===== config.mk =====
export PLATFORM = sky130hd
export DESIGN_NAME = exe_muldiv
export DESIGN_NICKNAME = d
export VERILOG_FILES = /design/src/rtl/exe_muldiv.sv
export SDC_FILE = /design/constraint.sdc
export NUM_CORES = 1
export LEC_CHECK = 0
export ABC_CLOCK_PERIOD_IN_PS = 5500
export CORE_UTILIZATION = 55
export DETAILED_ROUTE_END_ITERATION = 16
export PLACE_DENSITY = 0.79
export SLEW_MARGIN = 10
export SYNTH_ARGS = -nofsm -noshare
export SYNTH_HDL_FRONTEND = slang
export SYNTH_SLANG_ARGS = --single-unit

===== constraint.sdc =====
create_clock -name clk -period 5.5 [get_ports clk]
set_input_delay 1.1 -clock clk [delete_from_list [all_inputs] [get_ports clk]]
set_output_delay 1.1 -clock clk [all_outputs]
set_load 0.02 [all_outputs]

===== src/rtl/exe_muldiv.sv =====
// Iterative RV32M multiply/divide unit for the EXE stage: one bit per cycle over magnitudes,
// with sign fix-up afterwards; stalls the front end while busy and emits a one-cycle result.
module exe_muldiv #(
  parameter int XLEN  = 32,
  parameter int CNT_W = 6
) (
  input  logic            clk,
  input  logic            rst,
  input  logic            start_i,
  input  logic [2:0]      op_i,
  input  logic [XLEN-1:0] operand_a_i,
  input  logic [XLEN-1:0] operand_b_i,
  input  logic [4:0]      rd_in_i,
  input  logic            flush_i,
  output logic            stall_o,
  output logic            done_o,
  output logic [XLEN-1:0] result_o,
  output logic [4:0]      result_rd_o
);

  localparam int IDX_W = $clog2(XLEN);
  localparam logic [IDX_W-1:0] IDX_MAX = IDX_W'(XLEN - 1);
  localparam logic [XLEN-1:0] MIN_INT = {1'b1, {(XLEN-1){1'b0}}};

  typedef enum logic [1:0] {IDLE, CALC, SIGN, DONE} state_e;

  state_e            state_q, state_d;
  logic [CNT_W-1:0]  cnt_q, cnt_d;
  logic [2*XLEN-1:0] acc_q, acc_d;
  logic [XLEN-1:0]   a_q, a_d, b_q, b_d, result_q, result_d;
  logic [2:0]        op_q, op_d;
  logic [4:0]        rd_q, rd_d, result_rd_q, result_rd_d;
  logic              neg_q, neg_d;

  logic aSigned, bSigned, aNeg, bNeg, divByZero, divOverflow;
  logic [IDX_W-1:0]  bitIdx;
  logic [XLEN:0]     mulSum, divShift, divDiff;
  logic [2*XLEN-1:0] prodFix;
  logic [XLEN-1:0]   quoFix, remFix;

  // MULHSU treats only rs1 as signed; unsigned ops never flag a negative operand
  assign aSigned     = op_i[2] ? ~op_i[0] : (op_i[1:0] != 2'b11);
  assign bSigned     = op_i[2] ? ~op_i[0] : ~op_i[1];
  assign aNeg        = aSigned & operand_a_i[XLEN-1];
  assign bNeg        = bSigned & operand_b_i[XLEN-1];
  assign divByZero   = op_i[2] & (operand_b_i == '0);
  assign divOverflow = op_i[2] & ~op_i[0] & (operand_a_i == MIN_INT) & (operand_b_i == '1);

  // acc holds {product} for multiply and {remainder, quotient} for divide
  assign bitIdx   = cnt_q[IDX_W-1:0];
  assign mulSum   = {1'b0, acc_q[2*XLEN-1:XLEN]} + (b_q[bitIdx] ? {1'b0, a_q} : '0);
  assign divShift = {acc_q[2*XLEN-1:XLEN], a_q[IDX_MAX - bitIdx]};
  assign divDiff  = divShift - {1'b0, b_q};

  assign prodFix = neg_q ? -acc_q : acc_q;
  assign quoFix  = neg_q ? -acc_q[XLEN-1:0] : acc_q[XLEN-1:0];
  assign remFix  = neg_q ? -acc_q[2*XLEN-1:XLEN] : acc_q[2*XLEN-1:XLEN];

  always_comb begin
    state_d     = state_q;
    cnt_d       = cnt_q;
    acc_d       = acc_q;
    a_d         = a_q;
    b_d         = b_q;
    op_d        = op_q;
    rd_d        = rd_q;
    neg_d       = neg_q;
    result_d    = result_q;
    result_rd_d = result_rd_q;
    case (state_q)
      IDLE: begin
        if (start_i && !flush_i) begin
          op_d  = op_i;
          rd_d  = rd_in_i;
          acc_d = '0;
          cnt_d = '0;
          a_d   = aNeg ? -operand_a_i : operand_a_i;
          b_d   = bNeg ? -operand_b_i : operand_b_i;
          neg_d = (op_i[2] & op_i[1]) ? aNeg : (aNeg ^ bNeg);
          if (divByZero) begin
            result_d    = op_i[1] ? operand_a_i : '1;
            result_rd_d = rd_in_i;
            state_d     = DONE;
          end else if (divOverflow) begin
            result_d    = op_i[1] ? '0 : MIN_INT;
            result_rd_d = rd_in_i;
            state_d     = DONE;
          end else begin
            state_d = CALC;
          end
        end
      end
      CALC: begin
        if (op_q[2]) begin
          if (!divDiff[XLEN]) acc_d = {divDiff[XLEN-1:0], acc_q[XLEN-2:0], 1'b1};
          else                acc_d = {divShift[XLEN-1:0], acc_q[XLEN-2:0], 1'b0};
        end else begin
          acc_d = {mulSum, acc_q[XLEN-1:1]};
        end
        if (cnt_q == CNT_W'(XLEN - 1)) begin
          cnt_d   = '0;
          state_d = SIGN;
        end else begin
          cnt_d = cnt_q + CNT_W'(1);
        end
      end
      SIGN: begin
        case (op_q)
          3'b000:                 result_d = prodFix[XLEN-1:0];
          3'b001, 3'b010, 3'b011: result_d = prodFix[2*XLEN-1:XLEN];
          3'b100, 3'b101:         result_d = quoFix;
          default:                result_d = remFix;
        endcase
        result_rd_d = rd_q;
        state_d     = DONE;
      end
      DONE: state_d = IDLE;
    endcase
    // a flush abandons the op without touching the last delivered result
    if (flush_i) begin
      state_d     = IDLE;
      cnt_d       = '0;
      result_d    = result_q;
      result_rd_d = result_rd_q;
    end
  end

  always_ff @(posedge clk) begin
    if (rst) begin
      state_q     <= IDLE;
      cnt_q       <= '0;
      acc_q       <= '0;
      a_q         <= '0;
      b_q         <= '0;
      op_q        <= '0;
      rd_q        <= '0;
      neg_q       <= 1'b0;
      result_q    <= '0;
      result_rd_q <= '0;
    end else begin
      state_q     <= state_d;
      cnt_q       <= cnt_d;
      acc_q       <= acc_d;
      a_q         <= a_d;
      b_q         <= b_d;
      op_q        <= op_d;
      rd_q        <= rd_d;
      neg_q       <= neg_d;
      result_q    <= result_d;
      result_rd_q <= result_rd_d;
    end
  end

  assign stall_o     = ((state_q == IDLE) & start_i & ~flush_i) | (state_q == CALC) | (state_q == SIGN);
  assign done_o      = (state_q == DONE);
  assign result_o    = result_q;
  assign result_rd_o = result_rd_q;

endmodule


Word level (Yosys, flattened, before mapping)
Cells that the tools add are included.
- flip-flop bits (word level): 182
- bits in latches: 0
- RAM bits: 0
- bits in read-only memories: 0
- bits of input ports: 76
- output and inout port bits: 39
- memories: 0
- add/sub/neg operators: 9
- multiply operators: 0
- div/mod/pow operators: 0
- order comparisons: 2
- equal/unequal tests: 15
- shift operators: 0
- multiplexer cells: 36
- bitwise operators: 15
- reduce and logical (&&, ||, !) cells: 14
- operators with widths (cell ; count):
    2-to-1 mux 32 bit ; 10
    2-to-1 mux 64 bit ; 4
    negation 32 bit ; 4
    case mux 64 bit (2 select lines) ; 1
    case mux 32 bit (3 select lines) ; 1
    equality test 32 bit, second input constant ; 2
    negation 64 bit ; 1
    case mux 32 bit (2 select lines) ; 1
    adder 32 x 32 -> 33 bit ; 1
    subtractor 33 x 32 -> 33 bit ; 1
    logical NOT 32 bit ; 1
    2-to-1 mux 5 bit ; 3
    < comparator 5 x 6 -> 1 bit, second input constant ; 2
    2-to-1 mux 6 bit ; 2
    case mux 6 bit (2 select lines) ; 1
    binary-select mux 1 bit (select 5 bit) ; 2
    case mux 5 bit (2 select lines) ; 1
    AND 1 bit ; 9
    2-to-1 mux 2 bit ; 4
    case mux 2 bit (4 select lines) ; 1
    adder 6 x 1 -> 6 bit, second input constant ; 1
    equality test 3 x 2 -> 1 bit, second input constant ; 2
    equality test 3 bit, second input constant ; 2
    equality test 6 x 5 -> 1 bit, second input constant ; 1
    19 further kinds ; 33

Longest topological paths before layout
Gate-level depths: netlist (run 1).
- depth in word-level cells: 8
- depth in mapped cells: 19

Worst setup path before layout (run 1)
OpenSTA, ideal clock, no wires.
- kind: reg-to-reg
- from: register cnt_q[0]
- to: register acc_q[60]
- arrival time: 5367 ps
- required time: 5374 ps
- slack: 7 ps
- stages on the path, launching flop included: 19
- buffers on the path: 3
- period minus slack after synthesis: 5493 ps
- path through: dfxtp_1 > clkbuf_1 > clkbuf_1 > mux4_2 > mux4_2 > mux2i_1 > ha_1 > inv_1 > fa_1 > a211oi_1 > o211ai_1 > a221oi_1 > o21ai_1 > a21oi_1 > xnor2_1 > buf_2 > nor2_1 > a221oi_1 > nand3_1
- longest elaborated chain between the ends: 7
- elaborated cells between the ends (all ways): 11
- classes of those cells: add/sub (3); mux (8)
- ends and longest elaborated chain (what ; RTL line ; RTL):
    start, declared ; 28 ; logic [CNT_W-1:0] cnt_q, cnt_d;
    start signal, assigned ; 142 ; cnt_q <= cnt_d;
    subtractor 5 bit ; 52 ; assign divShift = {acc_q[2*XLEN-1:XLEN], a_q[IDX_MAX - bitIdx]};
    binary-select mux 1 bit (select 5 bit) ; 52 ;
    2-to-1 mux 1 bit (implied by the code) ; 52 ;
    subtractor 33 x 32 -> 33 bit ; 53 ; assign divDiff = divShift - {1'b0, b_q};
    2-to-1 mux 64 bit ; 95 ; if (!divDiff[XLEN]) acc_d = {divDiff[XLEN-1:0], acc_q[XLEN-2:0], 1'b1};
    2-to-1 mux 64 bit * ; 94 ; if (op_q[2]) begin
    case mux 64 bit (2 select lines) * ; 70 ; case (state_q)
    end signal, assigned ; 132 ; acc_q <= '0;
    end signal, assigned ; 143 ; acc_q <= acc_d;
    end, declared ; 29 ; logic [2*XLEN-1:0] acc_q, acc_d;
Every way passes the cells marked *; elsewhere a longest branch is shown, timed or not. The select of a mux whose other input is x is not followed.
A chain may end at the register's enable or synchronous reset.

Worst setup path after layout (run 1)
- from: register cnt_q[1]
- to: register acc_q[44]
The elaborated chain is that of the path after synthesis.

==> flow_results.xml, run 1 <==
<?xml version="1.0" encoding="UTF-8"?>
<metrics>
  <group name="min_path">
    <metric name="min-delay-path-class" unit="">reg2reg</metric>
  </group>
  <group name="synthesis">
    <metric name="count_of_warnings_emitted_by_yosys" unit="">0</metric>
    <metric name="synth-seq-cells" unit="">182</metric>
    <metric name="avgSynthCellArea" unit="um^2">7.571</metric>
    <metric name="number_of_enable_flip_flop_cells_after_synthesis" unit="">0</metric>
    <metric name="ys_types" unit="">84</metric>
    <metric name="synth_flop_cell" unit="">dfxtp_1</metric>
    <metric name="netlist_area" unit="mm^2">0.01563</metric>
    <metric name="synth_seq_area_share" unit="%">23.31</metric>
    <metric name="postSynthNetCount" unit="">2217</metric>
    <metric name="synth_cells" unit="">2065</metric>
    <metric name="synth_async_sr_flop_share" unit="%">0</metric>
  </group>
  <group name="drt">
    <metric name="route.detailed.wl_per_inst" unit="um">23.48</metric>
    <metric name="avgViaCountPerCell" unit="">6.709</metric>
    <metric name="drc" unit="">0</metric>
    <metric name="final_antenna_net_count" unit="">0</metric>
    <metric name="routed-via-count" unit="">16524</metric>
    <metric name="drt_first_iter_violations" unit="">2256</metric>
    <metric name="postRouteWirelength" unit="um">57830</metric>
    <metric name="drt_pre_antenna_iters" unit="">6</metric>
  </group>
  <group name="critical_path">
    <metric name="worstPathArrival" unit="ns">5.52</metric>
    <metric name="worst-endpoint-required" unit="ns">5.85</metric>
    <metric name="worst_r2r_endpoint" unit="">acc_q[44]$_SDFFE_PP0P_</metric>
    <metric name="critPathKind" unit="">reg2reg</metric>
    <metric name="worst_setup_path_endpoint" unit="">acc_q[44]$_SDFFE_PP0P_</metric>
    <metric name="critPathSlowestCell" unit="">dfxtp_1</metric>
    <metric name="path_max_fanout" unit="">12</metric>
    <metric name="cp_slowest_stage_delay" unit="ns">0.57</metric>
    <metric name="worst_r2r_startpoint" unit="">cnt_q[1]$_SDFFE_PP0P_</metric>
    <metric name="crit_path_cell_trace" unit="">mux4_2 -&gt; mux4_2 -&gt; mux2i_1 -&gt; ha_1 -&gt; inv_1 -&gt; fa_1 -&gt; a211oi_1 -&gt; o211ai_1 -&gt; a221oi_1 -&gt; buf_4 -&gt; o21ai_1 -&gt; a21oi_2 -&gt; xor2_2 -&gt; buf_4 -&gt; o211ai_1 -&gt; a32o_1</metric>
    <metric name="critPathLaunchType" unit="">flip-flop</metric>
    <metric name="ff2ff_setup_slack" unit="ns">0.33</metric>
    <metric name="cp_depth" unit="">16</metric>
    <metric name="r2r.worst_path.cells" unit="">16</metric>
    <metric name="cp.buffers_inverters" unit="">3</metric>
    <metric name="worst_setup_path_end_kind" unit="">flip-flop</metric>
    <metric name="path_delay_family" unit="">compound AO/OA/AOI/OAI gates</metric>
    <metric name="worstSetupStartpoint" unit="">cnt_q[1]$_SDFFE_PP0P_</metric>
  </group>
  <group name="run">
    <metric name="drv.max_cap_violation_count" unit="">0</metric>
  </group>
  <group name="clock_tree">
    <metric name="clockRootBuffer" unit="">clkbuf_16</metric>
    <metric name="cts.reportedPaths.clkPinSlew" unit="ns">0.07</metric>
    <metric name="ctsHtreeMaxLevel" unit="">4</metric>
    <metric name="cts_tree" unit="">done</metric>
    <metric name="cts-buffers-inserted" unit="">17</metric>
    <metric name="clockBufferDepth" unit="">2</metric>
    <metric name="cts.sink_count" unit="">182</metric>
    <metric name="post-cts-setup-buffer-count" unit="">0</metric>
    <metric name="clk-insertion-delay-late" unit="ns">0.47</metric>
  </group>
  <group name="global_route">
    <metric name="grt_pass1_vias" unit="">14727</metric>
    <metric name="overflow" unit="">0</metric>
    <metric name="overall_global_routing_usage" unit="%">39.63</metric>
    <metric name="number_of_antenna_violations_at_the_first_check_in_global_routing" unit="">0</metric>
    <metric name="grt_first_pass_wirelength" unit="um">87510</metric>
    <metric name="pin_count_of_the_biggest_net_entering_global_routing" unit="">97</metric>
  </group>
  <group name="timing">
    <metric name="layout_setup_ws" unit="ns">0.3318</metric>
    <metric name="achievable-frequency" unit="GHz">0.1935</metric>
    <metric name="worst-slew-pin-transition" unit="ns">1.328</metric>
    <metric name="setup_repair_after_global_routing_missed_its_margin" unit="">no</metric>
    <metric name="final_setup_violation_count" unit="">0</metric>
    <metric name="finalMaxSlewViolations" unit="">0</metric>
    <metric name="timing.slew.headroom" unit="%">11.12</metric>
    <metric name="layout_worst_path_cycle_share" unit="%">93.97</metric>
    <metric name="hold_viol" unit="">0</metric>
    <metric name="skew_final" unit="ns">0.01536</metric>
    <metric name="final_setup_tns" unit="ns">0</metric>
    <metric name="min_period" unit="ns">5.168</metric>
  </group>
  <group name="power_and_ir_drop">
    <metric name="pwr_density_cell" unit="mW/mm^2">190.1</metric>
    <metric name="vdd_ir_drop_max" unit="mV">0.2058</metric>
    <metric name="static-leakage-power" unit="nW">6.492</metric>
  </group>
  <group name="place">
    <metric name="pre_cts_slack" unit="ns">0.1339</metric>
    <metric name="hpwlAfterDp" unit="um">44180</metric>
    <metric name="io_buffers" unit="">114</metric>
    <metric name="globalplace.congestion" unit="">1.031</metric>
    <metric name="post-place-cells" unit="">2431</metric>
    <metric name="placed_area" unit="mm^2">0.01690</metric>
  </group>
  <group name="outcome">
    <metric name="status" unit="">finished clean</metric>
  </group>
  <group name="finish">
    <metric name="antenna-diode-count" unit="">0</metric>
    <metric name="final_cell_count_no_fill" unit="">2463</metric>
    <metric name="num-nets-final" unit="">2224</metric>
    <metric name="flow.area_growth_from_synthesis" unit="%">11.86</metric>
    <metric name="final_design_area_no_fill" unit="mm^2">0.01749</metric>
    <metric name="drive_gt1_share" unit="%">6.619</metric>
  </group>
  <group name="die">
    <metric name="num_rows" unit="">61</metric>
    <metric name="io-pin-count" unit="">115</metric>
    <metric name="die_h" unit="um">170.6</metric>
    <metric name="die_x" unit="um">170.6</metric>
    <metric name="coreArea" unit="mm^2">0.02786</metric>
    <metric name="initial_core_util" unit="%">56.12</metric>
    <metric name="total_die_area" unit="mm^2">0.02910</metric>
  </group>
</metrics>
-- through the flow --
step	hold slack (ns)	utilization (%)	power, mW
6_report	0.4620	62.78	3.324
4_1_cts	0.4604	62.75	3.304
5_1_grt	0.4764	62.78	3.424
3_5_place_dp	0.4509	60.65	2.053
2_1_floorplan	0.4360	-	1.816
3_3_place_gp	0.4420	60.65	2.042
-- routing by layer --
| metal | vias up | track usage, % | share of wire, % |
|---|---|---|---|
| met5 | - | 0 | 0 |
| met4 | 0 | 11.99 | 2.9 |
| met3 | 113 | 7.888 | 10 |
| met2 | 937 | 59.63 | 43 |
| met1 | 7867 | 56.60 | 44 |
| li1 | 7607 | - | - |
-- worst min path at each step --
stage / start / endpoint / slack (ns) / cells after the start
2_1_floorplan: rd_q[0]$_SDFFE_PP0P_ / rd_q[0]$_SDFFE_PP0P_ / 0.44 / 2
4_1_cts: result_o[31]$_SDFFE_PP0P_ / result_o[31]$_SDFFE_PP0P_ / 0.46 / 2
6_report: rd_q[0]$_SDFFE_PP0P_ / rd_q[0]$_SDFFE_PP0P_ / 0.46 / 2
5_1_grt: result_o[31]$_SDFFE_PP0P_ / result_o[31]$_SDFFE_PP0P_ / 0.48 / 2
3_3_place_gp: rd_q[0]$_SDFFE_PP0P_ / rd_q[0]$_SDFFE_PP0P_ / 0.44 / 2
3_5_place_dp: result_o[31]$_SDFFE_PP0P_ / result_o[31]$_SDFFE_PP0P_ / 0.45 / 2
-- area by class of cell --
class                           instances  area [um^2]
Clock buffer                           20        456.7
Clock inverter                         12        130.1
Fill cell                            2501        10370
Inverter                               69        259.0
Multi-Input combinational cell       1657        11150
Sequential cell                       182         3647
Tap cell                              378        473.0
Timing Repair Buffer                  145         1371
-- worst register-to-register path: stages (launching register included) --
cell and delay, ns:
dfxtp_1 0.57, mux4_2 0.55, mux4_2 0.46, mux2i_1 0.30
ha_1 0.24, inv_1 0.05, fa_1 0.42, a211oi_1 0.31
o211ai_1 0.20, a221oi_1 0.29, buf_4 0.19, o21ai_1 0.09
a21oi_2 0.29, xor2_2 0.43, buf_4 0.27, o211ai_1 0.12
a32o_1 0.29
-- where the power goes --
part	switching [mW]	internal [mW]	leakage, nW
Sequential	0.0468	1.36	1.48
Clock	0.614	0.665	0.285
Combinational	0.396	0.245	4.73
-- kinds of logic after synthesis --
group | count (synthesis) | share of synthesized area (%)
and+or+nand+nor | 672 | 20.77
muxes | 74 | 6.491
AOI/OAI and AO/OA | 656 | 27.56
xor gates and xnor gates | 179 | 10.03
buffers and inverters | 226 | 5.666
adders and majority gates | 76 | 6.178
DFF | 182 | 23.31
-- synthesized netlist by cell type (16+ instances only) --
cell / instances / area (um^2)
a211oi_1: 77 / 578.1
a21o_1: 31 / 232.7
a21oi_1: 157 / 785.8
a22oi_1: 29 / 217.7
a311oi_1: 27 / 236.5
clkbuf_1: 131 / 491.7
dfxtp_1: 182 / 3643
ha_1: 74 / 925.9
inv_1: 69 / 259.0
mux2_2: 19 / 214.0
mux2i_1: 35 / 350.3
mux4_2: 20 / 450.4
nand2_1: 174 / 653.1
nand2b_1: 25 / 156.4
nand3_1: 47 / 235.2
nand4_1: 23 / 143.9
nor2_1: 209 / 784.5
nor2b_1: 35 / 219.0
nor3_1: 47 / 235.2
o21ai_0: 138 / 690.7
o22ai_1: 24 / 150.1
o31ai_1: 34 / 255.2
o41ai_1: 20 / 175.2
or3_1: 33 / 206.5
or4_1: 16 / 120.1
xnor2_1: 75 / 656.9
xor2_1: 104 / 910.9
-- registers in the layout, summed over array words and instances (netlist names) --
register	cells
a_q	32
acc_q	64
b_q	32
cnt_q	6
neg_q	1
op_q	3
rd_q	5
result_o	32
result_rd_o	5
state_q	2
-- what timing repair did --
item,CTS,global route
hold buffers,0,0
endpoints found under the setup margin,0,29
gates resized for setup,0,3
-- cell usage in the layout (no fill, tap or decap), types with 35 or more instances in the layout --
cell	instances
nand3_1	47
clkdlybuf4s50_1	113
nor2b_1	35
xnor2_1	74
inv_1	69
nand2_1	174
xor2_1	103
a21oi_1	156
nor2_1	208
ha_1	73
a211oi_1	77
nor3_1	46
o21ai_0	138
dfxtp_1	179
Note: power is estimated with default switching activity, not from simulation.
==> inputs of run 2 (changes only) <==
--- a/config.mk
+++ b/config.mk
@@ -9,7 +9,6 @@
 export CORE_UTILIZATION = 55
 export DETAILED_ROUTE_END_ITERATION = 16
 export PLACE_DENSITY = 0.79
-export SLEW_MARGIN = 10
 export SYNTH_ARGS = -nofsm -noshare
 export SYNTH_HDL_FRONTEND = slang
 export SYNTH_SLANG_ARGS = --single-unit
==> results of run 2 <==
Final layout, timing and power as in run 1 (identical DEF).
==> inputs of run 3 (changes only) <==
--- a/config.mk
+++ b/config.mk
@@ -6,9 +6,9 @@
 export NUM_CORES = 1
 export LEC_CHECK = 0
 export ABC_CLOCK_PERIOD_IN_PS = 5500
-export CORE_UTILIZATION = 55
+export CORE_UTILIZATION = 50
 export DETAILED_ROUTE_END_ITERATION = 16
-export PLACE_DENSITY = 0.79
+export PLACE_DENSITY = 0.72
 export SYNTH_ARGS = -nofsm -noshare
 export SYNTH_HDL_FRONTEND = slang
 export SYNTH_SLANG_ARGS = --single-unit
==> run 3 against run 2 <==
  * Sequential power about the same
  * Non-clock buffer count up 3
  * Sequential share of layout area down 0.077 points
  * Combinational power up 0.6%
  * Maximum frequency up 2.5%
  * Clock power about the same
  * Setup slack better by 0.13 ns
  * Highest routed layer is now met5
  * Critical path type unchanged
==> flow_results.xml, run 3 (synthesis gave the netlist of run 1 again) <==
<?xml version="1.0" encoding="UTF-8"?>
<metrics>
  <group name="outcome">
    <metric name="status" unit="">finished clean</metric>
  </group>
  <group name="clock_tree">
    <metric name="cts-buffers-inserted" unit="">17</metric>
    <metric name="cts_tree" unit="">done</metric>
    <metric name="post-cts-setup-buffer-count" unit="">0</metric>
    <metric name="cts.reportedPaths.clkPinSlew" unit="ns">0.07</metric>
    <metric name="clk-insertion-delay-late" unit="ns">0.47</metric>
    <metric name="cts.sink_count" unit="">182</metric>
    <metric name="clockRootBuffer" unit="">clkbuf_16</metric>
    <metric name="clockBufferDepth" unit="">2</metric>
    <metric name="ctsHtreeMaxLevel" unit="">4</metric>
  </group>
  <group name="timing">
    <metric name="final_setup_tns" unit="ns">0</metric>
    <metric name="final.hold.worst_slack" unit="ns">0.4614</metric>
    <metric name="setup_repair_after_global_routing_missed_its_margin" unit="">no</metric>
    <metric name="min_period" unit="ns">5.040</metric>
    <metric name="layout_worst_path_cycle_share" unit="%">91.63</metric>
    <metric name="final_setup_violation_count" unit="">0</metric>
    <metric name="skew_final" unit="ns">0.02182</metric>
    <metric name="worst-slew-pin-transition" unit="ns">1.146</metric>
    <metric name="achievable-frequency" unit="GHz">0.1984</metric>
    <metric name="timing.slew.headroom" unit="%">23.29</metric>
    <metric name="hold_viol" unit="">0</metric>
    <metric name="finalMaxSlewViolations" unit="">0</metric>
  </group>
  <group name="power_and_ir_drop">
    <metric name="static-leakage-power" unit="nW">6.508</metric>
    <metric name="pwr_density_cell" unit="mW/mm^2">188.3</metric>
    <metric name="vdd_ir_drop_max" unit="mV">0.2278</metric>
  </group>
  <group name="global_route">
    <metric name="grt_first_pass_wirelength" unit="um">88910</metric>
    <metric name="grt_pass1_vias" unit="">14574</metric>
    <metric name="number_of_antenna_violations_at_the_first_check_in_global_routing" unit="">1</metric>
    <metric name="pin_count_of_the_biggest_net_entering_global_routing" unit="">93</metric>
    <metric name="overall_global_routing_usage" unit="%">37.13</metric>
    <metric name="overflow" unit="">0</metric>
  </group>
  <group name="drt">
    <metric name="route.detailed.wl_per_inst" unit="um">24.01</metric>
    <metric name="routed-via-count" unit="">16450</metric>
    <metric name="drc" unit="">0</metric>
    <metric name="postRouteWirelength" unit="um">59650</metric>
    <metric name="drt_pre_antenna_iters" unit="">8</metric>
    <metric name="final_antenna_net_count" unit="">0</metric>
    <metric name="drt_first_iter_violations" unit="">1774</metric>
    <metric name="avgViaCountPerCell" unit="">6.622</metric>
  </group>
  <group name="finish">
    <metric name="final_cell_count_no_fill" unit="">2484</metric>
    <metric name="final_common_cell" unit="">nor2_1</metric>
    <metric name="flow.area_growth_from_synthesis" unit="%">12.24</metric>
    <metric name="fillCellCount" unit="">2924</metric>
    <metric name="largest_register_ff_count" unit="">64</metric>
    <metric name="drive_gt1_share" unit="%">6.753</metric>
    <metric name="antenna-diode-count" unit="">0</metric>
    <metric name="multiInputGateArea" unit="mm^2">0.01116</metric>
    <metric name="layout.core_utilization" unit="%">57.21</metric>
    <metric name="most-common-layout-cells" unit="">nor2_1, dfxtp_1, nand2_1</metric>
    <metric name="num-nets-final" unit="">2227</metric>
    <metric name="layout.area.seq" unit="mm^2">0.003646</metric>
    <metric name="max_flop_register" unit="">acc_q</metric>
  </group>
  <group name="die">
    <metric name="num_rows" unit="">64</metric>
    <metric name="coreArea" unit="mm^2">0.03067</metric>
    <metric name="total_die_area" unit="mm^2">0.03198</metric>
    <metric name="io-pin-count" unit="">115</metric>
    <metric name="initial_core_util" unit="%">50.98</metric>
    <metric name="die_h" unit="um">178.8</metric>
    <metric name="die_x" unit="um">178.8</metric>
  </group>
  <group name="min_path">
    <metric name="holdPathStages" unit="">2</metric>
    <metric name="worst_hold_path.endpoint" unit="">rd_q[4]$_SDFFE_PP0P_</metric>
    <metric name="min-delay-path-class" unit="">reg2reg</metric>
    <metric name="min-delay-start" unit="">rd_q[4]$_SDFFE_PP0P_</metric>
  </group>
  <group name="critical_path">
    <metric name="worst_r2r_startpoint" unit="">cnt_q[0]$_SDFFE_PP0P_</metric>
    <metric name="cp_slowest_stage_delay" unit="ns">0.53</metric>
    <metric name="worst_setup_path_end_kind" unit="">flip-flop</metric>
    <metric name="r2r.worst_path.cells" unit="">16</metric>
    <metric name="worst-endpoint-required" unit="ns">5.85</metric>
    <metric name="path_max_fanout" unit="">20</metric>
    <metric name="worstPathArrival" unit="ns">5.39</metric>
    <metric name="critPathSlowestCell" unit="">mux4_2</metric>
    <metric name="crit_path_cell_trace" unit="">buf_4 -&gt; mux4_2 -&gt; mux4_2 -&gt; mux2i_1 -&gt; ha_1 -&gt; inv_1 -&gt; fa_1 -&gt; a211oi_1 -&gt; o211ai_1 -&gt; a221oi_2 -&gt; o21ai_1 -&gt; a21oi_2 -&gt; xor2_2 -&gt; buf_4 -&gt; o211ai_1 -&gt; a32o_1</metric>
    <metric name="critPathKind" unit="">reg2reg</metric>
    <metric name="worst_r2r_endpoint" unit="">acc_q[44]$_SDFFE_PP0P_</metric>
    <metric name="critPathLaunchType" unit="">flip-flop</metric>
    <metric name="ff2ff_setup_slack" unit="ns">0.46</metric>
  </group>
  <group name="place">
    <metric name="post-place-cells" unit="">2452</metric>
    <metric name="io_buffers" unit="">114</metric>
    <metric name="hpwlAfterDp" unit="um">45910</metric>
    <metric name="globalplace.congestion" unit="">1.007</metric>
  </group>
  <group name="run">
    <metric name="drv.max_cap_violation_count" unit="">0</metric>
  </group>
</metrics>
-- run 3: layer usage --
metal  up-vias  share of wire [%]  GRT usage [%]
li1       7611                  -              -
met3        96                8.9          7.464
met5         -              0.022              0
met2       813                 43          55.10
met4         2                2.2          9.993
met1      7928                 46          53.94
-- run 3: how the worst max path moves through the flow --
stage,startpoint,end,slack [ns],cells after the start
after floorplan,cnt_q[0]$_SDFFE_PP0P_,acc_q[60]$_SDFFE_PP0P_,0.007,18
after global placement,cnt_q[0]$_SDFFE_PP0P_,acc_q[42]$_SDFFE_PP0P_,0.41,16
after detailed placement,cnt_q[0]$_SDFFE_PP0P_,acc_q[42]$_SDFFE_PP0P_,0.26,16
after CTS,cnt_q[0]$_SDFFE_PP0P_,acc_q[42]$_SDFFE_PP0P_,0.25,16
after global routing,cnt_q[0]$_SDFFE_PP0P_,acc_q[61]$_SDFFE_PP0P_,0.06,16
final,cnt_q[0]$_SDFFE_PP0P_,acc_q[44]$_SDFFE_PP0P_,0.46,16
-- run 3: stage by stage --
step	cell area [um^2]	power (mW)	worst slack, ns
after floorplan	15630	1.816	0.006594
after global placement	16950	2.052	0.4141
after detailed placement	16950	2.058	0.2606
after CTS	17530	3.289	0.2482
after global routing	17550	3.411	0.06052
final	17550	3.305	0.4602
-- run 3: report_power, final --
part           leakage (nW)  internal, mW  switching [mW]
clock                 0.280         0.616           0.643
sequential             1.48          1.36          0.0444
combinational          4.75         0.248           0.398
total                  6.51          2.22            1.08
-- run 3: final cells by class --
type,instances,share of cell area [%]
flip-flops and latches,182,20.78
repair buffers,148,8.036
multi-input cells,1657,63.59
well taps,396,2.824
clock inverters,13,0.7701
inverters,69,1.476
clock buffers,19,2.524
-- run 3: worst max-delay path, delay by kind of cell (launching register included) --
family / cells / cell delay [ns]
compound gates: 7 / 1.78
xor+xnor: 1 / 0.27
fa+ha+maj: 2 / 0.65
buf+inv: 3 / 0.61
flops: 1 / 0.33
mux: 3 / 1.29
-- run 3: timing repair --
item / CTS / global route
resized for setup: 0 / 5
hold buffers: 0 / 0
setup endpoints to repair: 0 / 24
